--- config.mk ---
export PLATFORM = sky130hd
export DESIGN_NAME = rtc_axi_responder_flat
export DESIGN_NICKNAME = d
export VERILOG_FILES = /design/src/rtl/rtc_axi_responder_if.sv /design/src/rtl/rtc_axi_responder.sv /design/src/flat_wrapper.sv
export SDC_FILE = /design/constraint.sdc
export NUM_CORES = 1
export LEC_CHECK = 0
export BUFFER_PORTS_ARGS = -buffer_cell sky130_fd_sc_hd__buf_4
export CAP_MARGIN = 20
export CORE_AREA = 2 2 140 142
export DETAILED_ROUTE_END_ITERATION = 7
export DIE_AREA = 0 0 142 144
export SKIP_LAST_GASP = 1
export SLEW_MARGIN = 15
export SYNTH_ARGS = -nofsm -noshare
export SYNTH_HDL_FRONTEND = slang
export SYNTH_SLANG_ARGS = --single-unit
--- constraint.sdc ---
create_clock -name clk -period 4 [get_ports clk]
set_input_delay 0.4 -clock clk [delete_from_list [all_inputs] [get_ports clk]]
set_output_delay 0.4 -clock clk [all_outputs]
set_load 0.01 [all_outputs]
--- src/rtl/rtc_axi_responder_if.sv ---
// rtc_axi_responder_if: AXI4-Lite read/write channels between
// the crossbar (master) and the RTC responder (slave).
interface rtc_axi_responder_if;
    logic [31:0] araddr;
    logic        arvalid;
    logic        arready;
    logic [31:0] rdata;
    logic [1:0]  rresp;
    logic        rvalid;
    logic        rready;
    logic [31:0] awaddr;
    logic        awvalid;
    logic        awready;
    logic [31:0] wdata;
    logic [3:0]  wstrb;
    logic        wvalid;
    logic        wready;
    logic [1:0]  bresp;
    logic        bvalid;
    logic        bready;

    modport master (
        output araddr, arvalid, rready,
        output awaddr, awvalid, wdata, wstrb, wvalid, bready,
        input  arready, rdata, rresp, rvalid,
        input  awready, wready, bresp, bvalid
    );

    modport slave (
        input  araddr, arvalid, rready,
        input  awaddr, awvalid, wdata, wstrb, wvalid, bready,
        output arready, rdata, rresp, rvalid,
        output awready, wready, bresp, bvalid
    );
endinterface

--- src/rtl/rtc_axi_responder.sv ---
// rtc_axi_responder: AXI4-Lite slave holding a free-running 64-bit mtime.
// Reads return the counter as two coherent words; writes get SLVERR.
module rtc_axi_responder #(
    parameter logic [31:0] ADDR_BASE  = 32'ha000_0048,
    parameter int          TICK_DIV   = 1,
    parameter int          RD_LATENCY = 0
) (
    input  logic               clk,
    input  logic               rst,
    rtc_axi_responder_if.slave bus
);
    localparam int PW = (TICK_DIV > 1) ? $clog2(TICK_DIV) : 1;
    localparam logic [PW-1:0] PRESC_LAST = PW'(TICK_DIV - 1);
    localparam logic [3:0] WAIT_LAST =
        (RD_LATENCY > 1) ? 4'(RD_LATENCY - 1) : 4'd0;

    localparam logic [1:0] RESP_OKAY   = 2'b00;
    localparam logic [1:0] RESP_SLVERR = 2'b10;
    localparam logic [1:0] RESP_DECERR = 2'b11;

    typedef enum logic [1:0] {
        R_IDLE,
        R_WAIT,
        R_RESP
    } r_state_t;

    typedef enum logic {
        W_IDLE,
        W_RESP
    } w_state_t;

    logic [PW-1:0] presc;
    logic [63:0]   mtime;
    logic [63:0]   snap;

    r_state_t      r_state;
    r_state_t      r_next;
    logic [3:0]    wait_cnt;
    logic [31:0]   off;
    logic [31:0]   rd_word;
    logic [1:0]    rd_resp;
    logic          snap_load;
    logic          ar_hs;
    logic          r_hs;
    logic          rd_err;
    logic          rd_lo;
    logic          rd_hi;

    w_state_t      w_state;
    w_state_t      w_next;
    logic          aw_taken;
    logic          w_taken;
    logic          aw_taken_d;
    logic          w_taken_d;
    logic          aw_hs;
    logic          w_hs;
    logic          b_hs;
    logic          b_pend;

    logic          unused_bits;

    // Write payload and byte lane bits are intentionally discarded.
    assign unused_bits = ^{bus.awaddr, bus.wdata, bus.wstrb, off[1:0]};

    always_ff @(posedge clk or posedge rst) begin
        if (rst) begin
            presc <= '0;
            mtime <= '0;
        end else if (presc == PRESC_LAST) begin
            presc <= '0;
            mtime <= mtime + 64'd1;
        end else begin
            presc <= presc + 1'b1;
        end
    end

    assign off   = bus.araddr - ADDR_BASE;
    assign ar_hs = bus.arvalid && bus.arready;
    assign r_hs  = bus.rvalid && bus.rready;

    assign rd_err = (off[31:3] != 29'd0);
    assign rd_lo  = !rd_err && !off[2];
    assign rd_hi  = !rd_err && off[2];

    always_comb begin
        rd_word   = 32'd0;
        rd_resp   = RESP_DECERR;
        snap_load = 1'b0;
        unique case (1'b1)
            rd_lo: begin
                rd_word   = mtime[31:0];
                rd_resp   = RESP_OKAY;
                snap_load = 1'b1;
            end
            rd_hi: begin
                rd_word = snap[63:32];
                rd_resp = RESP_OKAY;
            end
            default: begin
                rd_word = 32'd0;
                rd_resp = RESP_DECERR;
            end
        endcase
    end

    always_comb begin
        r_next = r_state;
        unique case (r_state)
            R_IDLE: begin
                if (ar_hs) begin
                    r_next = (RD_LATENCY == 0) ? R_RESP : R_WAIT;
                end
            end
            R_WAIT: begin
                if (wait_cnt == WAIT_LAST) begin
                    r_next = R_RESP;
                end
            end
            R_RESP: begin
                if (r_hs) begin
                    r_next = R_IDLE;
                end
            end
            default: r_next = R_IDLE;
        endcase
    end

    // rvalid lags entry into R_RESP by one edge, so a zero-latency
    // read still answers on the edge after the AR handshake.
    always_ff @(posedge clk or posedge rst) begin
        if (rst) begin
            r_state     <= R_IDLE;
            wait_cnt    <= '0;
            snap        <= '0;
            bus.arready <= 1'b0;
            bus.rvalid  <= 1'b0;
            bus.rdata   <= '0;
            bus.rresp   <= '0;
        end else begin
            r_state     <= r_next;
            bus.arready <= (r_next == R_IDLE);
            bus.rvalid  <= (r_state == R_RESP) && !r_hs;
            if (r_state == R_WAIT) begin
                wait_cnt <= wait_cnt + 4'd1;
            end else begin
                wait_cnt <= '0;
            end
            if (ar_hs) begin
                bus.rdata <= rd_word;
                bus.rresp <= rd_resp;
                if (snap_load) begin
                    snap <= mtime;
                end
            end
        end
    end

    assign aw_hs  = bus.awvalid && bus.awready;
    assign w_hs   = bus.wvalid && bus.wready;
    assign b_hs   = bus.bvalid && bus.bready;
    assign b_pend = (w_state == W_RESP) && !b_hs;

    always_comb begin
        w_next     = w_state;
        aw_taken_d = aw_taken;
        w_taken_d  = w_taken;
        unique case (w_state)
            W_IDLE: begin
                aw_taken_d = aw_taken || aw_hs;
                w_taken_d  = w_taken || w_hs;
                if (aw_taken_d && w_taken_d) begin
                    w_next     = W_RESP;
                    aw_taken_d = 1'b0;
                    w_taken_d  = 1'b0;
                end
            end
            W_RESP: begin
                if (b_hs) begin
                    w_next = W_IDLE;
                end
            end
            default: w_next = W_IDLE;
        endcase
    end

    always_ff @(posedge clk or posedge rst) begin
        if (rst) begin
            w_state     <= W_IDLE;
            aw_taken    <= 1'b0;
            w_taken     <= 1'b0;
            bus.awready <= 1'b0;
            bus.wready  <= 1'b0;
            bus.bvalid  <= 1'b0;
            bus.bresp   <= '0;
        end else begin
            w_state     <= w_next;
            aw_taken    <= aw_taken_d;
            w_taken     <= w_taken_d;
            bus.awready <= (w_next == W_IDLE) && !aw_taken_d;
            bus.wready  <= (w_next == W_IDLE) && !w_taken_d;
            bus.bvalid  <= b_pend;
            bus.bresp   <= b_pend ? RESP_SLVERR : RESP_OKAY;
        end
    end
endmodule

--- src/flat_wrapper.sv ---
// flat-port wrapper written by rule: the top's interface ports become plain ports
module rtc_axi_responder_flat 
#(
    parameter logic [31:0] ADDR_BASE  = 32'ha000_0048,
    parameter int          TICK_DIV   = 1,
    parameter int          RD_LATENCY = 0
)
  (clk, rst, bus_araddr, bus_arvalid, bus_rready, bus_awaddr, bus_awvalid, bus_wdata, bus_wstrb, bus_wvalid, bus_bready, bus_arready, bus_rdata, bus_rresp, bus_rvalid, bus_awready, bus_wready, bus_bresp, bus_bvalid);
  rtc_axi_responder_if bus_i ();
  input  logic clk;
  input  logic rst;
  input wire logic [$bits(bus_i.araddr)-1:0] bus_araddr;
  input wire logic [$bits(bus_i.arvalid)-1:0] bus_arvalid;
  input wire logic [$bits(bus_i.rready)-1:0] bus_rready;
  input wire logic [$bits(bus_i.awaddr)-1:0] bus_awaddr;
  input wire logic [$bits(bus_i.awvalid)-1:0] bus_awvalid;
  input wire logic [$bits(bus_i.wdata)-1:0] bus_wdata;
  input wire logic [$bits(bus_i.wstrb)-1:0] bus_wstrb;
  input wire logic [$bits(bus_i.wvalid)-1:0] bus_wvalid;
  input wire logic [$bits(bus_i.bready)-1:0] bus_bready;
  output wire logic [$bits(bus_i.arready)-1:0] bus_arready;
  output wire logic [$bits(bus_i.rdata)-1:0] bus_rdata;
  output wire logic [$bits(bus_i.rresp)-1:0] bus_rresp;
  output wire logic [$bits(bus_i.rvalid)-1:0] bus_rvalid;
  output wire logic [$bits(bus_i.awready)-1:0] bus_awready;
  output wire logic [$bits(bus_i.wready)-1:0] bus_wready;
  output wire logic [$bits(bus_i.bresp)-1:0] bus_bresp;
  output wire logic [$bits(bus_i.bvalid)-1:0] bus_bvalid;
  assign bus_i.araddr = bus_araddr;
  assign bus_i.arvalid = bus_arvalid;
  assign bus_i.rready = bus_rready;
  assign bus_i.awaddr = bus_awaddr;
  assign bus_i.awvalid = bus_awvalid;
  assign bus_i.wdata = bus_wdata;
  assign bus_i.wstrb = bus_wstrb;
  assign bus_i.wvalid = bus_wvalid;
  assign bus_i.bready = bus_bready;
  assign bus_arready = bus_i.arready;
  assign bus_rdata = bus_i.rdata;
  assign bus_rresp = bus_i.rresp;
  assign bus_rvalid = bus_i.rvalid;
  assign bus_awready = bus_i.awready;
  assign bus_wready = bus_i.wready;
  assign bus_bresp = bus_i.bresp;
  assign bus_bvalid = bus_i.bvalid;
  rtc_axi_responder #(.ADDR_BASE(ADDR_BASE), .TICK_DIV(TICK_DIV), .RD_LATENCY(RD_LATENCY)) u_core (.clk(clk), .rst(rst), .bus(bus_i));
endmodule
Word level (Yosys, flattened, before mapping)
Cells that the tools add are included.
{"block": "totals", "ff_bits": 179, "word_cells": 67, "input_bits": 107}
{"block": "op_classes", "bitwise_logic": 2, "eq_ne": 2, "reduce_logical": 26, "mux": 17, "addsub": 4}
{"op": "$add A64 B1 Y64 const B", "count": 1}
{"op": "$pmux W32 S2", "count": 1}
{"op": "$sub A32 B32 Y32 const B", "count": 1}
{"op": "$reduce_bool A29 Y1", "count": 1}
{"op": "$logic_and A1 B1 Y1", "count": 12}
{"op": "$mux W2", "count": 5}
{"op": "$mux W1", "count": 8}
{"op": "$logic_not A1 Y1", "count": 6}
{"op": "$pmux W2 S3", "count": 1}
{"op": "$add A4 B1 Y4 const B", "count": 1}
{"op": "$logic_not A2 Y1", "count": 2}
{"op": "$logic_not A4 Y1", "count": 1}
{"op": "$mux W4", "count": 1}
{"op": "$eq A2 B1 Y1 const B", "count": 1}
{"op": "$eq A2 B2 Y1 const B", "count": 1}
{"op": "$logic_or A1 B1 Y1", "count": 2}
{"op": "$not A1 Y1", "count": 2}
{"op": "$pmux W1 S2", "count": 1}
{"op": "$reduce_and A2 Y1", "count": 1}
{"op": "$reduce_or A2 Y1", "count": 1}
{"op": "$add A1 B1 Y1 const B", "count": 1}

Depth between registers and ports, before layout
Gate-level depths: netlist (run 1).
{"block": "depth", "ltp_word": 7, "mapped_depth": 6, "ltp_nobuf": 6}

Worst setup path before layout (run 1)
OpenSTA, ideal clock, no wires.
{"block": "synth_path", "path_type": "in2reg", "start": "in bus_araddr[9]", "end": "reg u_core.snap[32]", "stages": 6, "slack_ns": 1.860, "required_time_ns": 3.875, "setup_time_ns": 0.125, "arrival_time_ns": 2.015, "cell_sequence": "nor4_4 nand4_2 nor4_2 o2111a_4 buf_12 mux2_4"}
{"block": "synth_via", "elab_chain_cells": 6}
{"item": "from (decl)", "line": "flat_wrapper.sv:12", "text": "input wire logic [$bits(bus_i.araddr)-1:0] bus_araddr;"}
{"item": "$sub A32 B32 Y32", "line": "rtc_axi_responder.sv:77", "text": "assign off = bus.araddr - ADDR_BASE;"}
{"item": "$reduce_bool A29 Y1", "line": "rtc_axi_responder.sv:81", "text": "assign rd_err = (off[31:3] != 29'd0);"}
{"item": "$logic_not A1 Y1", "line": "rtc_axi_responder.sv:82", "text": "assign rd_lo = !rd_err && !off[2];"}
{"item": "$logic_and A1 B1 Y1", "line": "rtc_axi_responder.sv:82"}
{"item": "$mux W1", "line": "rtc_axi_responder.sv:89", "text": "unique case (1'b1)"}
{"item": "$reduce_and A2 Y1 (no line)"}
{"item": "to (signal assigned)", "line": "rtc_axi_responder.sv:152", "text": "snap <= mtime;"}
{"item": "to (decl)", "line": "rtc_axi_responder.sv:34", "text": "logic [63:0] snap;"}
No other way between the ends.
A chain may end at the register's enable or synchronous reset.

Worst setup path after layout (run 1)
{"block": "layout_path", "start": "reg u_core.mtime[10]", "end": "reg u_core.mtime[51]"}
{"block": "layout_via", "elab_chain_cells": 1}
{"item": "from (decl)", "line": "rtc_axi_responder.sv:33", "text": "logic [63:0] mtime;"}
{"item": "from (signal assigned)", "line": "rtc_axi_responder.sv:71", "text": "mtime <= mtime + 64'd1;"}
{"item": "$add A64 B1 Y64", "line": "rtc_axi_responder.sv:71"}
No other way between the ends.

==> impl_metrics.tcl, run 1 <==
set metrics [dict create \
    status "finished clean" \
    r2r_start "u_core.mtime[10]$_DFF_PP0_" \
    globalplace.congestion 0.786 \
    max_stage_delay_ns 0.58 \
    seq_area_frac_synth 0.550 \
    antenna_cells 0 \
    dieArea_sq_um 20400 \
    power_density_nw_per_um2 429 \
    num_rows 51 \
    synthFlopType "dfrtp_1" \
    die_h_um 144 \
    top_layer "met4" \
    clkTransAtPathRegs_ns 0.06 \
    slew_viol_final 0 \
    grt_max_degree 92 \
    dpl_cell_area_sq_um 7300 \
    cp_slowest_cell "nor4_4" \
    leakage_uw 0.00376 \
    place_inst 857 \
    routed_wl_um 13300 \
    syn_inst 559 \
    post_cts_buffers 0 \
    cts_buffers 17 \
    vias 4314 \
    crit_required_ns 4.34 \
    multiInputGateArea_sq_um 2720 \
    clockBufferDepth 2 \
    crit_fanout 12 \
    die-width_um 142 \
    wl_met1_um 6230 \
    drt_iter0_markers 221 \
    whs_ns 0.0501 \
    layout.area.seq_sq_um 3580 \
    track_usage 0.139 \
    path_buf_inv 0 \
    yosysMostFrequentCell "dfrtp_1" \
    avgSynthCellArea_sq_um 11.6 \
    synth_top_cells_by_count "dfrtp_1 (143), nand2_1 (61), o21ai_0 (33), xor2_1 (33)" \
    wl_per_cell_um 15.0 \
    synthTopCellsByArea "dfrtp_1 (55%), mux2_4 (6.9%), mux2i_1 (4.9%)" \
    ant_nets 0 \
    start_kind "flip-flop" \
    max_cap_violations 0 \
    start_util 0.341 \
    syn-num-nets 669 \
    clock_latency_ns 0.42 \
    layout.nets 748 \
    cts.repair.resized 0 \
    met3_length_um 647 \
    synth.largest_area_cell "dfrtp_1" \
    grt_pass1_wl_um 22200 \
    fin_util 0.414 \
    worstSetupPathType "reg2reg" \
    synth_top_area_frac 0.550 \
    ys_warn_count 0 \
    grt_pass1_vias 4471 \
    endpoint_kind "flip-flop" \
    rsz0062_at_grt "false" \
    core_area_sq_um 19100 \
    vias_per_cell 4.85 \
    wl_met2_um 6240 \
    post-route-drc-count 0 \
    worst_slew_pin_slew_ns 0.637 \
    cp.arrival_ns 2.77 \
    drive_above_1_share 0.240 \
    cts.sinks 143 \
    fin_crit_sh 0.607 \
    final_area_sq_um 7900 \
    root_buffer "clkbuf_16" \
    synth_edf_count 0 \
    hold_class "in2async" \
    post_synth_num_cell_types 44 \
    slew_headroom 0.575 \
    fin_setup_tns_ns 0 \
    cp_top_family "simple AND/OR/NAND/NOR gates" \
    dp_hpwl_um 8960 \
    cts_max_level 4 \
    fmax_mhz 412 \
    synth_seq_cells 143 \
    max-vdd-ir-drop_v 0.000236 \
    pin_count 148 \
    io_buffers 76 \
    overflow 0 \
    regToRegSetupSlack_ns 1.57 \
    nFillCells 1789 \
    antenna_found_initial 0 \
    postSynth.asyncResetShare 1.00 \
    fin_crit_ns 2.43 \
    syn-cell-area_sq_um 6500 \
    first_pass_iters 4 \
    hold_viol 0 \
    layout.cells.non_filler 889 \
    finClkSkew_ns 0.00839 \
    setup_viol 0 \
    ctsHoldBuffers 0 \
    reg2reg_depth 5 \
    cts_tree "yes" \
    r2r-end "u_core.mtime[51]$_DFF_PP0_" \
    area_growth_syn_to_layout_pct 21.4 \
    worstPathCellList "nand4_1 -> nor4_4 -> nand3_1 -> nor4_1 -> xor2_1" \
]
==> final cells by class <==
type                       instances  share of cell area
clock inverter                    14              0.0211
sequential                       143               0.453
timing repair buffer              80              0.0792
multi-input combinational        377               0.345
clock buffer                      18              0.0544
tap                              238              0.0377
inverter                          19             0.00951
==> power by group <==
part	internal, uW	switching (uW)	total [uW]
logic	113	160	273
clock network	978	619	1600
registers	1490	25.8	1520
total	2580	805	3390
==> cell families after synthesis <==
family,count (synthesis),share of synthesized area
AO/OA/AOI/OAI,50,0.0462
XOR/XNOR,65,0.0875
adder cells (fa/ha/maj),3,0.00577
buffers and inverters,39,0.0321
flip-flops,143,0.550
multiplexers,64,0.122
other,1,0.000577
AND/OR/NAND/NOR,194,0.156
==> layout by cell type (no fill, tap or decap), drive strengths merged, types with 3 or more instances in the layout <==
cell type	Yosys	final
nor2b	3	3
nor3	21	21
and3	10	10
inv	19	19
clkbuf	12	18
and4	4	4
clkinvlp	0	5
nor4	15	15
xor2	33	33
ha	3	3
nand3	28	28
a21oi	4	4
clkinv	0	6
xnor2	32	32
dfrtp	143	143
mux2	32	32
bufinv	0	3
mux2i	32	32
a31oi	3	3
buf	8	80
o21ai	33	33
nor2	29	29
nand2	61	61
nand4	12	12
==> worst max-delay path by stage <==
| stage | cells after the start | from | to | slack, ns |
|---|---|---|---|---|
| after floorplan | 1 | rst | u_core.aw_taken$_DFF_PP0_ | 1.81 |
| after CTS | 5 | u_core.mtime[10]$_DFF_PP0_ | u_core.mtime[51]$_DFF_PP0_ | 1.51 |
| final | 5 | u_core.mtime[10]$_DFF_PP0_ | u_core.mtime[51]$_DFF_PP0_ | 1.57 |
| after detailed placement | 6 | bus_araddr[9] | u_core.snap[62]$_DFFE_PP0P_ | 1.18 |
| after global routing | 5 | u_core.mtime[10]$_DFF_PP0_ | u_core.mtime[51]$_DFF_PP0_ | 1.28 |
| after global placement | 6 | bus_araddr[9] | u_core.snap[63]$_DFFE_PP0P_ | 1.20 |
==> per-stage QoR <==
stage	total power, uW	setup slack (ns)
6_report	3390	1.57
5_1_grt	3530	1.28
4_1_cts	3440	1.51
3_5_place_dp	1820	1.18
3_3_place_gp	1810	1.20
2_1_floorplan	1700	1.81
==> sequential cells by signal, indices dropped and copies added (netlist names), 2 cells and up <==
name	count
u_core.r_state	2
u_core.wait_cnt	4
u_core.snap	32
u_core.bus.rdata	32
u_core.mtime	64
==> worst reg2reg max path, cell delays in order (launching register included) <==
cell and delay, ns:
dfrtp_1 0.43, nand4_1 0.25, nor4_4 0.58, nand3_1 0.51, nor4_1 0.41, xor2_1 0.18
==> layer usage <==
metal,global-route usage,vias to the layer above
li1,-,2088
met1,0.181,2111
met2,0.220,94
met3,0.0381,21
met4,0.0584,0
met5,0,-
(Power assumes the default switching activity.)
==> run 2, diff against run 1 <==
--- a/config.mk
+++ b/config.mk
@@ -5,11 +5,12 @@
 export SDC_FILE = /design/constraint.sdc
 export NUM_CORES = 1
 export LEC_CHECK = 0
+export ABC_AREA = 1
 export BUFFER_PORTS_ARGS = -buffer_cell sky130_fd_sc_hd__buf_4
 export CAP_MARGIN = 20
-export CORE_AREA = 2 2 140 142
+export CORE_AREA = 2 2 153 155
 export DETAILED_ROUTE_END_ITERATION = 7
-export DIE_AREA = 0 0 142 144
+export DIE_AREA = 0 0 155 157
 export SKIP_LAST_GASP = 1
 export SLEW_MARGIN = 15
 export SYNTH_ARGS = -nofsm -noshare
==> constraint.sdc (replaced) <==
create_clock -name clk -period 2.54 [get_ports clk]
set_input_delay 0.254 -clock clk [delete_from_list [all_inputs] [get_ports clk]]
set_output_delay 0.254 -clock clk [all_outputs]
set_load 0.01 [all_outputs]
==> run 2 against run 1 <==
  * Sequential share of layout area decreased by 7.4 points
  * Synthesized cell count grew 78%
  * Critical path depth increased by 5
  * Clock-buffer cell count unchanged
  * Via count up 58%
  * Core utilization grew 0.54 points
  * Total power grew 76%
  * Cell area grew 19%
==> impl_metrics.tcl, run 2 <==
set metrics [dict create \
    status "finished clean" \
    overflow 0 \
    hold_path_end "u_core.bus.bresp[1]$_DFF_PP0_" \
    fin_crit_ns 2.35 \
    post_cts_buffers 0 \
    p_seq_frac 0.425 \
    pin_count 148 \
    synth_compound_area_frac 0.0122 \
    worstSetupPathType "reg2reg" \
    area_growth_syn_to_layout_pct 21.1 \
    endpoint_kind "flip-flop" \
    drive_above_1_share 0.166 \
    worst_slew_pin_slew_ns 0.805 \
    clock_latency_ns 0.43 \
    top_register "u_core.mtime" \
    first_pass_iters 6 \
    synthTopCellsByArea "dfrtp_1 (46%), nand2_1 (12%), nand4_1 (6.7%)" \
    synth.largest_area_cell "dfrtp_1" \
    vias_per_cell 4.92 \
    synth_seq_cells 143 \
    post_synth_num_cell_types 38 \
    largest_reg_flops 64 \
    whs_path_depth 4 \
    reg2reg_depth 10 \
    crit_path_start "u_core.mtime[6]$_DFF_PP0_" \
    crit_required_ns 2.85 \
    fin_crit_sh 0.927 \
    synth_top_cells_by_count "nand2_1 (243), dfrtp_1 (143), nor2_1 (112)" \
    post-route-drc-count 0 \
    slew_headroom 0.462 \
    r2r-end "u_core.mtime[61]$_DFF_PP0_" \
    antenna_found_initial 0 \
    start_util 0.346 \
    cts_tree "yes" \
    cp_slowest_cell "dfrtp_1" \
    ys_warn_count 0 \
    nFillCells 2251 \
    dieArea_sq_um 24300 \
    syn-cell-area_sq_um 7790 \
    min_from "bus_bready" \
    regToRegSetupSlack_ns 0.19 \
    seq_area_frac_synth 0.459 \
    crit_fanout 4 \
    die_h_um 157 \
    place_ws_ns 0.127 \
    r2r_start "u_core.mtime[6]$_DFF_PP0_" \
    die-width_um 155 \
    finClkSkew_ns 0.0139 \
    syn-num-nets 1106 \
    p_int_uw 4270 \
    power_density_nw_per_um2 632 \
    final_common_cell "nand2_1" \
    yosysMostFrequentCell "nand2_1" \
    setup_viol 0 \
    synthFlopType "dfrtp_1" \
    hold_viol 0 \
    synth_edf_count 0 \
    max-vdd-ir-drop_v 0.000340 \
    switchingPower_uw 1690 \
    yosys.area_share.simple 0.372 \
    wl_per_cell_um 14.6 \
    max_cap_violations 0 \
    reg.largest.list "u_core.mtime (64), u_core.bus.rdata (32), u_core.snap (32)" \
    layout_common_cells "nand2_1 (243), dfrtp_1 (143), nor2_1 (110)" \
    syn_inst 996 \
    synth_xor_area_frac 0.0720 \
    dp_hpwl_um 15400 \
    max_stage_delay_ns 0.44 \
    track_usage 0.171 \
    p_comb_frac 0.173 \
    cts_max_level 4 \
    synth_top_family_by_area "simple AND/OR/NAND/NOR gates" \
    cts_buffers 17 \
    clockBufferDepth 2 \
    fmax_mhz 425 \
    clkTransAtPathRegs_ns 0.06 \
    antenna_cells 0 \
    fin_ws_ns 0.186 \
    synthMuxAreaShare 0 \
    grt_pass1_vias 6663 \
    swShare 0.283 \
    worstPathCellList "nand2_1 -> nor2_1 -> nand4_1 -> inv_1 -> nand3_1 -> nor3_1 -> nand3_1 -> nor2_1 -> nand4_1 -> xnor2_1" \
    start_kind "flip-flop" \
    num_rows 55 \
    whs_ns 0.0793 \
    cts.sinks 143 \
    avgSynthCellArea_sq_um 7.82 \
    slew_viol_final 0 \
    drt_iter0_markers 481 \
    rsz0062_at_grt "true" \
    grt_pass1_wl_um 33200 \
    postSynth.asyncResetShare 1.00 \
    grt_max_degree 42 \
    leakage_uw 0.00454 \
    ant_nets 0 \
    fin_util 0.419 \
    synthAdderAreaFrac 0.00482 \
    synth_top_area_frac 0.459 \
    globalplace.congestion 0.868 \
    layout.nets 1198 \
    hold_class "in2reg" \
    io_buffers 76 \
    root_buffer "clkbuf_16" \
    cp.arrival_ns 2.67 \
    core_area_sq_um 22500 \
    clkPwrFrac 0.402 \
    fin_setup_tns_ns 0 \
    routed_wl_um 20200 \
    vias 6819 \
]
==> run 2: cell count changes after synthesis, sizes merged, moves of 73 or more <==
cell	before	now
nor2	29	121
nand2	61	247
nand3	28	105
inv	19	105
nand4	12	85
==> run 2: per-layer routing <==
layer,vias to the layer above,global-route usage,wire length [um]
met5,-,0,0
met4,0,0.0608,372
met3,28,0.0352,872
met2,151,0.282,9710
met1,3214,0.223,9280
li1,3426,-,-
==> run 2: through the flow <==
step	total power, uW	instance area (sq um)	instances
floorplan	3170	7790	996
detailed placement	3620	8840	1353
CTS	6030	9420	1385
global placement	3610	8840	1353
global route	6250	9430	1385
finish	5960	9430	1385
==> run 2: final cells by class <==
| cell class | count | area [sq um] | area share |
|---|---|---|---|
| clock buffers | 18 | 439 | 0.0466 |
| clock inverters | 13 | 129 | 0.0137 |
| inverters | 107 | 405 | 0.0430 |
| multi-input cells | 707 | 3610 | 0.382 |
| flip-flops and latches | 143 | 3580 | 0.379 |
| well taps | 285 | 357 | 0.0378 |
| repair buffers | 112 | 918 | 0.0974 |
==> run 2: worst max-delay path, delay by kind of cell (launching register included) <==
kind                      cells  cell delay [ns]
buffers and inverters         1             0.13
xor gates and xnor gates      1             0.15
and+or+nand+nor               8             1.53
DFF                           1             0.44
==> run 2: power by group through the flow <==
stage	clock, uW	sequential [uW]	combinational (uW)
5_1_grt	2540	2560	1150
3_5_place_dp	0	2580	1050
6_report	2390	2540	1030
4_1_cts	2440	2540	1050
2_1_floorplan	0	2630	543
3_3_place_gp	0	2570	1030
==> run 2: how the worst max path moves through the flow <==
stage | slack [ns] | to
3_3_place_gp | 0.16 | u_core.bus.rdata[28]$_DFFE_PP0P_
3_5_place_dp | 0.13 | u_core.bus.rdata[28]$_DFFE_PP0P_
6_report | 0.19 | u_core.mtime[61]$_DFF_PP0_
2_1_floorplan | 0.39 | u_core.mtime[62]$_DFF_PP0_
4_1_cts | 0.18 | u_core.mtime[62]$_DFF_PP0_
5_1_grt | -0.009 | u_core.mtime[61]$_DFF_PP0_
==> run 2: what timing repair did <==
action / in CTS / in global routing
endpoints found under the hold margin: 30 / 0
endpoints found under the setup margin: 0 / 6
hold buffers: 1 / 0
gates resized for setup: 0 / 3
==> run 2: cells by family (layout without fill, tap and decap cells) <==
family | after synthesis | after routing
AND/OR/NAND/NOR | 622 | 622
buffers and inverters | 146 | 250
flip-flops | 143 | 143
XOR/XNOR | 64 | 64
AO/OA/AOI/OAI | 17 | 17
adder cells (fa/ha/maj) | 3 | 3
other | 1 | 1
